===== src/rtl/relobi_arbiter.sv =====
// relobi_arbiter: round-robin arbiter sharing one reliable-OBI subordinate port among NumMgr
// managers.
//
// The triplicated handshake bits (req, rready, gnt, rvalid) are majority-voted. The
// ECC-protected A and R channels are forwarded bit-exact without being decoded. A FIFO keeps
// the accepted manager indices in order, and each R beat is steered back to the manager at
// the FIFO head.
//
// Ports:
//   clk_i      clock
//   rst_ni     asynchronous active-low reset
//   mgr_req_i  per-manager relOBI requests
//   mgr_rsp_o  per-manager relOBI responses
//   sbr_req_o  request to the shared subordinate
//   sbr_rsp_i  response from the shared subordinate
//   fault_o    combinational pulse on any voter mismatch or on an R beat with no owner
//
// Build option: define RELOBI_ARBITER_FIFO_TMR_EN to triplicate the index FIFO storage,
// pointers and count. Each copy is read through a majority voter.

package relobi_arbiter_pkg;

  typedef struct packed {
    bit UseRReady;
  } obi_cfg_t;

  localparam obi_cfg_t ObiDefaultConfig = '{UseRReady: 1'b1};

  // Widths of the opaque, ECC-protected A and R payloads.
  localparam int unsigned AWidth = 84;
  localparam int unsigned RWidth = 45;

  typedef struct packed {
    logic [2:0]        req;
    logic [AWidth-1:0] a;
    logic [2:0]        rready;
  } relobi_req_t;

  typedef struct packed {
    logic [2:0]        gnt;
    logic [2:0]        rvalid;
    logic [RWidth-1:0] r;
  } relobi_rsp_t;

endpackage

module relobi_arbiter #(
  parameter relobi_arbiter_pkg::obi_cfg_t Cfg = relobi_arbiter_pkg::ObiDefaultConfig,
  parameter int unsigned NumMgr   = 2,
  parameter int unsigned MaxTrans = 4,
  parameter type relobi_req_t = relobi_arbiter_pkg::relobi_req_t,
  parameter type relobi_rsp_t = relobi_arbiter_pkg::relobi_rsp_t
) (
  input  logic                     clk_i,
  input  logic                     rst_ni,
  input  relobi_req_t [NumMgr-1:0] mgr_req_i,
  output relobi_rsp_t [NumMgr-1:0] mgr_rsp_o,
  output relobi_req_t              sbr_req_o,
  input  relobi_rsp_t              sbr_rsp_i,
  output logic                     fault_o
);

  localparam int unsigned IdxW = (NumMgr > 1) ? $clog2(NumMgr) : 1;
  localparam int unsigned PtrW = (MaxTrans > 1) ? $clog2(MaxTrans) : 1;
  localparam int unsigned CntW = $clog2(MaxTrans + 1);

  typedef logic [IdxW-1:0] idx_t;
  typedef logic [PtrW-1:0] ptr_t;
  typedef logic [CntW-1:0] cnt_t;

  function automatic logic maj3(logic [2:0] x);
    return (x[0] & x[1]) | (x[1] & x[2]) | (x[0] & x[2]);
  endfunction

  function automatic logic mm3(logic [2:0] x);
    return (x != 3'b000) && (x != 3'b111);
  endfunction

  function automatic ptr_t ptr_inc(ptr_t p);
    return (p == ptr_t'(MaxTrans - 1)) ? '0 : p + 1'b1;
  endfunction

  // Handshake voting
  logic [NumMgr-1:0] req_v, rready_v, req_mm, rready_mm;
  logic              gnt_v, rvalid_v, gnt_mm, rvalid_mm;

  always_comb begin
    for (int i = 0; i < int'(NumMgr); i++) begin
      req_v[i]     = maj3(mgr_req_i[i].req);
      req_mm[i]    = mm3(mgr_req_i[i].req);
      rready_v[i]  = maj3(mgr_req_i[i].rready);
      rready_mm[i] = mm3(mgr_req_i[i].rready);
    end
    gnt_v     = maj3(sbr_rsp_i.gnt);
    gnt_mm    = mm3(sbr_rsp_i.gnt);
    rvalid_v  = maj3(sbr_rsp_i.rvalid);
    rvalid_mm = mm3(sbr_rsp_i.rvalid);
  end

  // FIFO view shared by both storage variants
  ptr_t wr_ptr_v, rd_ptr_v, wr_ptr_d, rd_ptr_d;
  cnt_t count_v, count_d;
  idx_t mem_v [MaxTrans];
  idx_t head;
  logic fifo_fault;
  logic full, empty, push, pop;

  assign full  = (count_v == cnt_t'(MaxTrans));
  assign empty = (count_v == '0);
  assign head  = mem_v[rd_ptr_v];

  // Arbitration
  idx_t rr_ptr_q, rr_ptr_d, lock_idx_q, lock_idx_d, winner, sel;
  logic locked_q, locked_d, any_req, has_cand, sel_req, accept;

  // First requester at or above rr_ptr wins; otherwise the lowest requester (wrap-around).
  always_comb begin
    logic hi_any;
    idx_t hi_win;
    winner  = '0;
    any_req = 1'b0;
    hi_any  = 1'b0;
    hi_win  = '0;
    for (int i = int'(NumMgr) - 1; i >= 0; i--) begin
      if (req_v[i]) begin
        any_req = 1'b1;
        winner  = idx_t'(i);
        if (idx_t'(i) >= rr_ptr_q) begin
          hi_any = 1'b1;
          hi_win = idx_t'(i);
        end
      end
    end
    if (hi_any) begin
      winner = hi_win;
    end
  end

  // A pending, ungranted request pins the selection so the forwarded A channel stays stable.
  always_comb begin
    sel        = locked_q ? lock_idx_q : winner;
    has_cand   = locked_q ? req_v[lock_idx_q] : any_req;
    sel_req    = has_cand & ~full;
    accept     = sel_req & gnt_v;
    locked_d   = has_cand & ~accept;
    lock_idx_d = sel;
    rr_ptr_d   = rr_ptr_q;
    if (accept) begin
      rr_ptr_d = (sel == idx_t'(NumMgr - 1)) ? '0 : sel + 1'b1;
    end
  end

  always_ff @(posedge clk_i or negedge rst_ni) begin
    if (!rst_ni) begin
      rr_ptr_q   <= '0;
      locked_q   <= 1'b0;
      lock_idx_q <= '0;
    end else begin
      rr_ptr_q   <= rr_ptr_d;
      locked_q   <= locked_d;
      lock_idx_q <= lock_idx_d;
    end
  end

  // Forwarding and response routing
  logic head_rready, route_err;

  assign head_rready = Cfg.UseRReady ? rready_v[head] : 1'b1;
  assign push        = accept;
  assign pop         = rvalid_v & ~empty & head_rready;
  assign route_err   = rvalid_v & empty;

  always_comb begin
    sbr_req_o     = mgr_req_i[sel];
    sbr_req_o.req = {3{sel_req}};
    // An ownerless beat is drained unconditionally.
    sbr_req_o.rready = empty ? 3'b111 : {3{head_rready}};
    for (int i = 0; i < int'(NumMgr); i++) begin
      mgr_rsp_o[i]        = sbr_rsp_i;
      mgr_rsp_o[i].gnt    = {3{accept && (sel == idx_t'(i))}};
      mgr_rsp_o[i].rvalid = {3{rvalid_v && !empty && (head == idx_t'(i))}};
    end
  end

  assign fault_o = (|req_mm) | (|rready_mm) | gnt_mm | rvalid_mm | route_err | fifo_fault;

  // FIFO next state
  always_comb begin
    wr_ptr_d = push ? ptr_inc(wr_ptr_v) : wr_ptr_v;
    rd_ptr_d = pop ? ptr_inc(rd_ptr_v) : rd_ptr_v;
    case ({push, pop})
      2'b10:   count_d = count_v + 1'b1;
      2'b01:   count_d = count_v - 1'b1;
      default: count_d = count_v;
    endcase
  end

`ifdef RELOBI_ARBITER_FIFO_TMR_EN
  ptr_t wr_ptr_q [3];
  ptr_t rd_ptr_q [3];
  cnt_t count_q  [3];
  idx_t mem_q    [3][MaxTrans];

  always_comb begin
    fifo_fault = 1'b0;
    wr_ptr_v   = (wr_ptr_q[0] & wr_ptr_q[1]) | (wr_ptr_q[1] & wr_ptr_q[2]) |
                 (wr_ptr_q[0] & wr_ptr_q[2]);
    fifo_fault |= (wr_ptr_q[0] != wr_ptr_q[1]) || (wr_ptr_q[1] != wr_ptr_q[2]);
    rd_ptr_v   = (rd_ptr_q[0] & rd_ptr_q[1]) | (rd_ptr_q[1] & rd_ptr_q[2]) |
                 (rd_ptr_q[0] & rd_ptr_q[2]);
    fifo_fault |= (rd_ptr_q[0] != rd_ptr_q[1]) || (rd_ptr_q[1] != rd_ptr_q[2]);
    count_v    = (count_q[0] & count_q[1]) | (count_q[1] & count_q[2]) |
                 (count_q[0] & count_q[2]);
    fifo_fault |= (count_q[0] != count_q[1]) || (count_q[1] != count_q[2]);
    for (int k = 0; k < int'(MaxTrans); k++) begin
      mem_v[k] = (mem_q[0][k] & mem_q[1][k]) | (mem_q[1][k] & mem_q[2][k]) |
                 (mem_q[0][k] & mem_q[2][k]);
      fifo_fault |= (mem_q[0][k] != mem_q[1][k]) || (mem_q[1][k] != mem_q[2][k]);
    end
  end

  // Every copy is rewritten from the voted value each cycle, scrubbing single upsets.
  always_ff @(posedge clk_i or negedge rst_ni) begin
    if (!rst_ni) begin
      for (int c = 0; c < 3; c++) begin
        wr_ptr_q[c] <= '0;
        rd_ptr_q[c] <= '0;
        count_q[c]  <= '0;
        for (int k = 0; k < int'(MaxTrans); k++) begin
          mem_q[c][k] <= '0;
        end
      end
    end else begin
      for (int c = 0; c < 3; c++) begin
        wr_ptr_q[c] <= wr_ptr_d;
        rd_ptr_q[c] <= rd_ptr_d;
        count_q[c]  <= count_d;
        for (int k = 0; k < int'(MaxTrans); k++) begin
          mem_q[c][k] <= (push && (wr_ptr_v == ptr_t'(k))) ? sel : mem_v[k];
        end
      end
    end
  end
`else
  ptr_t wr_ptr_q, rd_ptr_q;
  cnt_t count_q;
  idx_t mem_q [MaxTrans];

  assign wr_ptr_v   = wr_ptr_q;
  assign rd_ptr_v   = rd_ptr_q;
  assign count_v    = count_q;
  assign mem_v      = mem_q;
  assign fifo_fault = 1'b0;

  always_ff @(posedge clk_i or negedge rst_ni) begin
    if (!rst_ni) begin
      wr_ptr_q <= '0;
      rd_ptr_q <= '0;
      count_q  <= '0;
      for (int k = 0; k < int'(MaxTrans); k++) begin
        mem_q[k] <= '0;
      end
    end else begin
      wr_ptr_q <= wr_ptr_d;
      rd_ptr_q <= rd_ptr_d;
      count_q  <= count_d;
      if (push) begin
        mem_q[wr_ptr_q] <= sel;
      end
    end
  end
`endif

endmodule


===== config.mk =====
export PLATFORM = sky130hd
export DESIGN_NAME = relobi_arbiter
export DESIGN_NICKNAME = d
export VERILOG_FILES = /design/src/rtl/relobi_arbiter.sv
export SDC_FILE = /design/constraint.sdc
export NUM_CORES = 1
export LEC_CHECK = 0
export BUFFER_PORTS_ARGS = -buffer_cell sky130_fd_sc_hd__buf_4
export CAP_MARGIN = 30
export CORE_AREA = 4 4 165 167
export CTS_BUF_LIST = sky130_fd_sc_hd__clkbuf_4
export DETAILED_ROUTE_END_ITERATION = 10
export DIE_AREA = 0 0 169 171
export PLACE_DENSITY = 0.44
export SYNTH_ARGS = -nofsm -noshare
export SYNTH_HDL_FRONTEND = slang
export SYNTH_SLANG_ARGS = --single-unit

===== constraint.sdc =====
create_clock -name clk_i -period 3 [get_ports clk_i]
set_clock_uncertainty 0.05 [all_clocks]
set_input_delay 0.6 -clock clk_i [delete_from_list [all_inputs] [get_ports clk_i]]
set_output_delay 0.6 -clock clk_i [all_outputs]
set_load 0.05 [all_outputs]

Word level (Yosys, flattened, before mapping)
Cells that the tools add are included.

Flip-flop bits (word level): 14. Input port bits: 233. Word-level logic and storage cells: 133.

$add $sub $neg: 5. Order comparisons: 8. Eq/ne operators: 11. Mux-type cells: 29. Bitwise logic cells: 47. Reduce and logical (&&, ||, !) cells: 23.

Operators by type and width (count): 87-bit two-way mux (2); 1-bit bitwise AND (24); 1-bit two-way mux (20); 3-bit != test, second input constant (6); 3-bit nonzero test (6); 1-bit OR (16); 1-bit logical AND (12); 2-bit == test, second input constant (3); 3-bit greater-or-equal comparator, second input constant (2); 1-bit by 2-bit less-than comparator with 1-bit output, second input constant (3); 2-bit NOT with 3-bit output (2); 3-bit case mux with 2 select lines (1); 1-bit NOT (5); 2-bit by 1-bit adder with 2-bit output, second input constant (2); 4-bit bitwise mux (1); 2-bit two-way mux (2); 2-bit OR reduction (2); 3-bit by 1-bit adder with 3-bit output, second input constant (1); 3-bit == test, second input constant (1); 3-bit logical NOT (1); 3-bit by 1-bit less-than comparator with 1-bit output, second input constant (1); 3-bit two-way mux (1); 3-bit by 1-bit subtractor with 3-bit output, second input constant (1); 1-bit binary-select mux with 2-bit select (1); other kinds (6) (7).

Logic depth before layout (Yosys ltp)
Gate-level depths: netlist (run 1).

Depth in word-level cells: 10. Mapped depth: 11.

Worst setup path before layout (run 1)
OpenSTA, ideal clock, no wires.

Path type: in2out. Start point: input port mgr_req_i[177] in the netlist's numbering. End point: output port mgr_rsp_o[49] in the netlist's numbering. Data arrival time: 3.082 ns. Data required time: 2.350 ns. Slack: -0.732 ns. Stages: 7. Cells stage by stage: maj3_1 > nand2_1 > o2bb2ai_4 > buf_6 > inv_1 > nor3_1 > buf_4.

RTL lines: from (decl) (line 56) `input relobi_req_t [NumMgr-1:0] mgr_req_i,`; to (decl) (line 57) `output relobi_rsp_t [NumMgr-1:0] mgr_rsp_o,`.

==> metrics.cfg, run 1 <==
[placed_design]
preCtsSetupSlack_ps=-11.6
gp_congestion=0.667
placed_area_mm2=0.00459
port_buffers=290
hpwl_mm=12.0
place_inst=811

[pwr]
power_density_mw_per_mm2=1050
p_leak_uw=0.00230
ir_drop_mv=0.476

[yosys]
postSynthAreaPerCell_um2=9.48
syn_inst=293
yosys_most_used_dff=dfrtp_1
yosys.area_share.simple=0.0684
synth_top_family_by_area=multiplexers
synth_edf_count=0
synth_nets=533
synthMuxAreaShare=0.372
synth-adder-area-share=0.0558
syn_area_mm2=0.00278
synth-xor-area-share=0.00946
ys_seq_elements=14
yosys_warnings=0
yosysUniqueCellTypes=34
yosysSeqAreaShare=0.126
synth_compound_area_frac=0.0410
ys_async_sr_fraction=1.00

[flow_run]
drv_cap=0

[sta]
setup_viol=0
rsz0062_at_grt=no
layout_setup_ws_ps=121
finalSetupTns_ps=0
fin_crit_ps=2880
hold_viol=0
slew_headroom=0.791
period_share=0.960
tightestPinTransition_ps=314
max_freq_mhz=347
finalMaxSlewViolations=0

[grt]
grt_max_degree=48
overflow=0
antenna_found_initial=0
grt_pass1_wl_mm=17.4
first_global_vias=2693
grt_usage=0.0785

[clock_network]
cts_max_path_buffers=2
htree_levels=1
clock_latency_ps=280
cts_root_buf=clkbuf_4
cts_buffers=3
tritoncts=done
clock-sinks=14
clk_pin_slew_ps=90

[die]
fp.dieW_um=169
start_util=0.108
io_pins=426
core_area_mm2=0.0258
rows=59
die_y_um=171
die_area_mm2=0.0289

[route]
finalWirelength_mm=14.5
first_pass_iters=4
vias=2730
avgRoutedWirePerCell_um=17.7
drc=0
drtIter0Drc=70
ant_nets=0
viasPerCell=3.32

[critical_path]
worstRegToRegCells=9
worst-r2r-setup-slack_ps=400
r2r_end=count_q[2]$_DFFE_PN0P_
crit_path_end_kind=primary output
crit_fanout=12
cp.required_ps=2350
r2r_start=rd_ptr_q[0]$_DFFE_PN0P_
critical_path_class=in2out
crit_arrival_ps=2230
start_kind=primary input

[final_layout]
stdcell_count=823
final_cell_mix=buf_4 (295), mux2_2 (87), dfrtp_1 (14)
final_common_cell=buf_4
final_area_mm2=0.00481
final_nets=729
diodes=0
final_layout_size_suffix_gt1_frac=0.828
area_growth_syn_to_layout_pct=73.0
n_fill_cell=2899

[min_path]
hold_class=in2async

[outcome]
outcome=finished clean

metrics by stage:
stage	util	hold WS, ps	total power [uW]
after floorplan	-	254	3860
final	0.187	101	5050
after global placement	0.178	418	4620
after detailed placement	0.178	417	4610
after global routing	0.187	89.3	5310
after CTS	0.179	98.2	4750
worst max path at each step:
stage,depth (start not counted),startpoint,endpoint
2_1_floorplan,7,mgr_req_i[177],mgr_rsp_o[49]
3_3_place_gp,7,mgr_req_i[177],sbr_req_o[70]
3_5_place_dp,7,mgr_req_i[177],sbr_req_o[70]
4_1_cts,7,mgr_req_i[177],sbr_req_o[79]
5_1_grt,8,mgr_req_i[89],sbr_req_o[70]
6_report,8,mgr_req_i[177],sbr_req_o[74]
worst max-delay path: stages:
cell and delay (ps):
buf_4 120, maj3_2 340, nand2_2 100, o2bb2ai_4 150, clkbuf_16 210, buf_16 150
mux2_2 350, buf_4 190
synthesized netlist by cell type (all sizes together) (2+ instances only):
master  number  share of area
o31ai        4          0.011
inv          7         0.0095
maj3         6          0.022
ha           6          0.027
mux2i        2         0.0072
nor3         4         0.0072
nor2         6         0.0090
nand3        7          0.013
nand2        7         0.0095
buf        113           0.32
xor2         2         0.0063
o21ai        4         0.0072
dfrtp       14           0.13
or3          5          0.011
mux2        88           0.36
and3         3         0.0068
state kept, by name (all words and copies together) (netlist names):
register,flops
lock_idx_q,1
locked_q,1
wr_ptr_q,2
mem_q,4
count_q,3
rr_ptr_q,1
rd_ptr_q,2
metal layers:
metal  vias to the layer above  GRT usage  share of wire
li1                       1309          -              -
met1                      1212     0.0968           0.39
met2                       182      0.125           0.48
met3                        27     0.0400           0.12
met4                         0     0.0137          0.011
met5                         -          0              0
where the power goes:
part | leakage, uW | total [uW] | switching [uW] | internal [uW]
clock | 0.0000154 | 113 | 64.4 | 48.3
sequential | 0.000169 | 357 | 73.4 | 284
combinational | 0.00212 | 4580 | 2810 | 1760
total | 0.00230 | 5050 | 2950 | 2100
cells by family after synthesis:
family | count (synthesis)
XOR/XNOR | 3
AO/OA/AOI/OAI | 14
buffers and inverters | 121
AND/OR/NAND/NOR | 37
adder cells (fa/ha/maj) | 13
multiplexers | 91
flip-flops | 14
area by class of cell:
class                           count  area [um^2]  share of cell area
Multi-Input combinational cell    158         1550               0.322
Tap cell                          335          419              0.0872
Timing Repair Buffer              305         2440               0.507
Clock inverter                      1         3.75            0.000781
Clock buffer                        3         22.5             0.00468
Sequential cell                    14          350              0.0729
Inverter                            7         26.3             0.00546
what timing repair did:
| item | in CTS | in global routing |
|---|---|---|
| hold buffers | 0 | 0 |
| setup endpoints to repair | 1 | 68 |
| gates cloned | 0 | 7 |
| buffers inserted | 0 | 1 |
| pin swaps | 0 | 1 |
| gates resized for setup | 1 | 5 |
Note: power is estimated with default switching activity, not from simulation.
==> run 2: changes to the inputs <==
--- a/config.mk
+++ b/config.mk
@@ -12,6 +12,7 @@
 export DETAILED_ROUTE_END_ITERATION = 10
 export DIE_AREA = 0 0 169 171
 export PLACE_DENSITY = 0.44
+export RECOVER_POWER = 100
 export SYNTH_ARGS = -nofsm -noshare
 export SYNTH_HDL_FRONTEND = slang
 export SYNTH_SLANG_ARGS = --single-unit
==> run 2 against run 1 <==
Compared with the run above: non-clock buffer count is the same; largest cell class unchanged; sequential share of layout area is 0.10 points higher; design area shrank 1.4%; global-route usage is the same; critical path type unchanged; first-iteration DRC count shrank 10%; register-to-register slack barely moved.
==> metrics.cfg, run 2 (synthesized netlist as in run 1, its figures left out) <==
[grt]
grt_usage=0.0785
overflow=0
grt_max_degree=48
antenna_found_initial=0
grt_pass1_wl_mm=17.4
first_global_vias=2693

[final_layout]
diodes=0
final_layout_size_suffix_gt1_frac=0.809
final_nets=729
top_regs=mem_q: 4 flops, count_q: 3 flops
top_register=mem_q
final_cell_mix=buf_4 (193), mux2_2 (87), clkbuf_4 (84)
largest_register_ffs=4
final_common_cell=buf_4
n_fill_cell=2922
area_growth_syn_to_layout_pct=70.6

[clock_network]
htree_levels=1
tritoncts=done
cts_buffers=3
cts_max_path_buffers=2
cts_root_buf=clkbuf_4
clock-sinks=14
clock_latency_ps=280
clk_pin_slew_ps=90

[critical_path]
crit_arrival_ps=2260
r2r_end=count_q[2]$_DFFE_PN0P_
crit_path_end_kind=primary output
cp.required_ps=2350
r2r_start=rd_ptr_q[0]$_DFFE_PN0P_
critical_path_class=in2out
crit_fanout=11
start_kind=primary input
worstRegToRegCells=9
worst-r2r-setup-slack_ps=400

[pwr]
ir_drop_mv=0.454
p_leak_uw=0.00224
power_density_mw_per_mm2=1030

[sta]
tightestPinTransition_ps=808
setup_viol=0
fin_crit_ps=2910
period_share=0.970
layout_setup_ws_ps=90.6
rsz0062_at_grt=no
hold_viol=0
fin_hold_ws_ps=324
finalMaxSlewViolations=0
slew_headroom=0.461
max_freq_mhz=344
finalSetupTns_ps=0

[die]
io_pins=426
die_y_um=171
die_area_mm2=0.0289
fp.dieW_um=169
rows=59
start_util=0.108
core_area_mm2=0.0258

[placed_design]
port_buffers=290
preCtsSetupSlack_ps=-11.6
hpwl_mm=12.0
gp_congestion=0.667

[route]
viasPerCell=3.32
vias=2731
finalWirelength_mm=14.4
drc=0
first_pass_iters=4
drtIter0Drc=63
ant_nets=0
avgRoutedWirePerCell_um=17.5

[min_path]
hold_class=in2async

[flow_run]
drv_cap=0

[outcome]
outcome=finished clean

## run 2: cell type report
| class | count | area [um^2] | share of cell area |
|---|---|---|---|
| clock buffers | 3 | 22.5 | 0.00475 |
| clock inverters | 1 | 3.75 | 0.000792 |
| inverters | 7 | 26.3 | 0.00554 |
| multi-input cells | 158 | 1550 | 0.327 |
| flip-flops and latches | 14 | 350 | 0.0739 |
| well taps | 335 | 419 | 0.0884 |
| repair buffers | 305 | 2370 | 0.500 |
## run 2: layer usage
layer / part of all wire / GRT usage / up-vias
met5: 0 / 0 / -
met4: 0.011 / 0.0137 / 0
met3: 0.12 / 0.0400 / 27
met2: 0.48 / 0.125 / 185
met1: 0.38 / 0.0968 / 1210
li1: - / - / 1309
## run 2: worst max-delay path by stage
stage,startpoint,to
6_report,mgr_req_i[177],sbr_req_o[86]
5_1_grt,mgr_req_i[177],sbr_req_o[86]
4_1_cts,mgr_req_i[177],sbr_req_o[79]
3_5_place_dp,mgr_req_i[177],sbr_req_o[70]
3_3_place_gp,mgr_req_i[177],sbr_req_o[70]
2_1_floorplan,mgr_req_i[177],mgr_rsp_o[49]
## run 2: worst max-delay path: stages
cell and delay (ps):
buf_4 120, maj3_2 340, nand2_2 100, o2bb2ai_4 150, clkbuf_16 210, buf_6 180
mux2_2 350, clkbuf_4 210
## run 2: metrics by stage
stage	cell area, um^2	utilization	instances	power [uW]
CTS	4620	0.179	815	4750
detailed placement	4590	0.178	811	4610
global route	4740	0.184	823	5170
floorplan	2800	-	293	3860
finish	4740	0.184	823	4900
global placement	4590	0.178	811	4620
## run 2: power breakdown
group          switching [uW]  internal (uW)  leakage, uW
Combinational            2790           1630      0.00206
Sequential               73.6            284     0.000169
Clock                    63.7           48.3    0.0000154
Total                    2930           1970      0.00224
## run 2: timing repair
item	CTS	global route
buffers inserted	0	1
gates resized for setup	1	5
endpoints found under the setup margin	1	68
pin swaps	0	1
cloned	0	7
hold buffers	0	0
==> run 3: changes to the inputs <==
--- a/config.mk
+++ b/config.mk
@@ -7,11 +7,11 @@
 export LEC_CHECK = 0
 export BUFFER_PORTS_ARGS = -buffer_cell sky130_fd_sc_hd__buf_4
 export CAP_MARGIN = 30
-export CORE_AREA = 4 4 165 167
+export CORE_AREA = 2 2 167 169
 export CTS_BUF_LIST = sky130_fd_sc_hd__clkbuf_4
 export DETAILED_ROUTE_END_ITERATION = 10
 export DIE_AREA = 0 0 169 171
-export PLACE_DENSITY = 0.44
+export PLACE_DENSITY = 0.43
 export RECOVER_POWER = 100
 export SYNTH_ARGS = -nofsm -noshare
 export SYNTH_HDL_FRONTEND = slang
==> run 3 against run 2 <==
Compared with the run above: worst setup slack got worse by 47 ps; non-clock buffer count shrank 5; die area unchanged; critical path depth unchanged; hold slack better by 29 ps; wire length fell by 8.0%; register-to-register slack got worse by 20 ps; global-route usage shrank 0.55 points; largest power group unchanged.
==> metrics.cfg, run 3 (synthesized netlist as in run 1, its figures left out) <==
[outcome]
outcome=finished clean

[route]
avgRoutedWirePerCell_um=16.0
first_pass_iters=4
finalWirelength_mm=13.3
viasPerCell=3.28
drc=0
vias=2712
ant_nets=0
drtIter0Drc=76

[grt]
grt_max_degree=50
grt_usage=0.0730
top_usage_layer=met2
first_global_vias=2452
met3_usage=0.0407
grt_util_met2=0.110
overflow=0
grt_use_met1=0.0916
grt_pass1_wl_mm=15.7
antenna_found_initial=0

[die]
die_y_um=171
io_pins=426
fp.dieW_um=169
rows=61
die_area_mm2=0.0289
start_util=0.102
core_area_mm2=0.0273

[clock_network]
tritoncts=done
clock-sinks=14
cts_root_buf=clkbuf_4
cts_max_path_buffers=2
clk_pin_slew_ps=90
post_cts_resized=0
htree_levels=1
cts_hold_buf=0
cts_buffers=3
clock_latency_ps=280

[final_layout]
area_growth_syn_to_layout_pct=68.8
diodes=0
n_fill_cell=3066
final_nets=724
top_regs=mem_q: 4 flops, count_q: 3 flops
multi_input_area_mm2=0.00154
final_layout_size_suffix_gt1_frac=0.813
register_area_um2=350
final_common_cell=buf_4
top_register=mem_q
final_cell_mix=buf_4 (279), mux2_2 (85), clkbuf_4 (17)
final_area_mm2=0.00469
largest_register_ffs=4

[placed_design]
hpwl_mm=11.2
gp_congestion=0.691
preCtsSetupSlack_ps=28.8
placed_area_mm2=0.00460
port_buffers=290

[critical_path]
cp.required_ps=2350
crit_slowest_cell=mux2_2
max_stage_delay_ps=400
start_kind=primary input
critical_path_class=in2out
cpLargestDelayFamily=buffers and inverters
crit_fanout=21
cp_common_cell=buf_4
critPathBufInv=4
crit_path_cell_trace=buf_4 > maj3_1 > nand2_1 > o2bb2ai_4 > buf_4 > buf_12 > mux2_2 > buf_4
crit_arrival_ps=2310
crit_path_end_kind=primary output

[pwr]
power_density_mw_per_mm2=1030
report.power.total_uw=4820
p_int_uw=1930
p_seq_frac=0.075
ir_drop_mv=0.450
switching_share=0.599
switching_power_uw=2880
power_frac_comb=0.902
p_leak_uw=0.00223
clock_power_share=0.022

[sta]
rsz0062_at_grt=no
period_share=0.985
layout_setup_ws_ps=43.6
tightestPinTransition_ps=863
hold_viol=0
slew_headroom=0.425
finalMaxSlewViolations=0
finalSetupTns_ps=0
fin_crit_ps=2960
max_freq_mhz=338
setup_viol=0

[min_path]
hold_class=in2async

[flow_run]
drv_cap=0

## run 3: cell count changes in the layout (fill, tap and decap cells not counted), sizes merged
cell    before  now
clkbuf     104   21
buf        204  282
clkinv       1    0
## run 3: timing repair
item	in CTS	in global routing
hold endpoints to repair	0	0
buffers inserted	0	2
setup endpoints to repair	0	1
## run 3: through the flow
step | hold WS, ps | instances | util
global placement | 429 | 821 | 0.168
finish | 353 | 828 | 0.172
detailed placement | 423 | 821 | 0.168
floorplan | 254 | 293 | -
CTS | 102 | 824 | 0.169
global route | 409 | 828 | 0.172
## run 3: path summary, 6_finish.rpt
check | start | endpoint | slack, ps | cells past startpoint
min in group clk_i | count_q[2]$_DFFE_PN0P_ | count_q[2]$_DFFE_PN0P_ | 450 | 1
min | rst_ni | lock_idx_q$_DFF_PN0_ | 350 | 1
max reg2reg | rd_ptr_q[0]$_DFFE_PN0P_ | count_q[2]$_DFFE_PN0P_ | 380 | 9
max | mgr_req_i[179] | sbr_req_o[84] | 40 | 8
min reg2reg | count_q[2]$_DFFE_PN0P_ | count_q[2]$_DFFE_PN0P_ | 450 | 1
max in group asynchronous | rst_ni | wr_ptr_q[1]$_DFFE_PN0P_ | 2010 | 1
## run 3: worst reg2reg max path: cells and delay by family (launching register included)
family	cells	cell delay, ps
DFF	1	420
and+or+nand+nor	2	380
muxes	2	730
xor gates and xnor gates	2	310
adders and majority gates	2	600
buffers and inverters	1	60
## run 3: power groups by stage
stage	registers (uW)	logic [uW]	clock network (uW)
CTS	366	4230	119
global placement	371	4240	0
floorplan	340	3520	0
detailed placement	371	4220	0
global route	381	4550	127
finish	362	4350	108
## run 3: routing by layer
layer / share of wire / vias to the layer above
li1: - / 1302
met1: 0.39 / 1215
met2: 0.47 / 181
met3: 0.13 / 14
met4: 0.0086 / 0
met5: 0 / -
## run 3: cell type report
| type | count | area share |
|---|---|---|
| clock buffers | 3 | 0.00480 |
| inverters | 7 | 0.00560 |
| multi-input cells | 158 | 0.329 |
| flip-flops and latches | 14 | 0.0747 |
| well taps | 346 | 0.0923 |
| repair buffers | 300 | 0.494 |
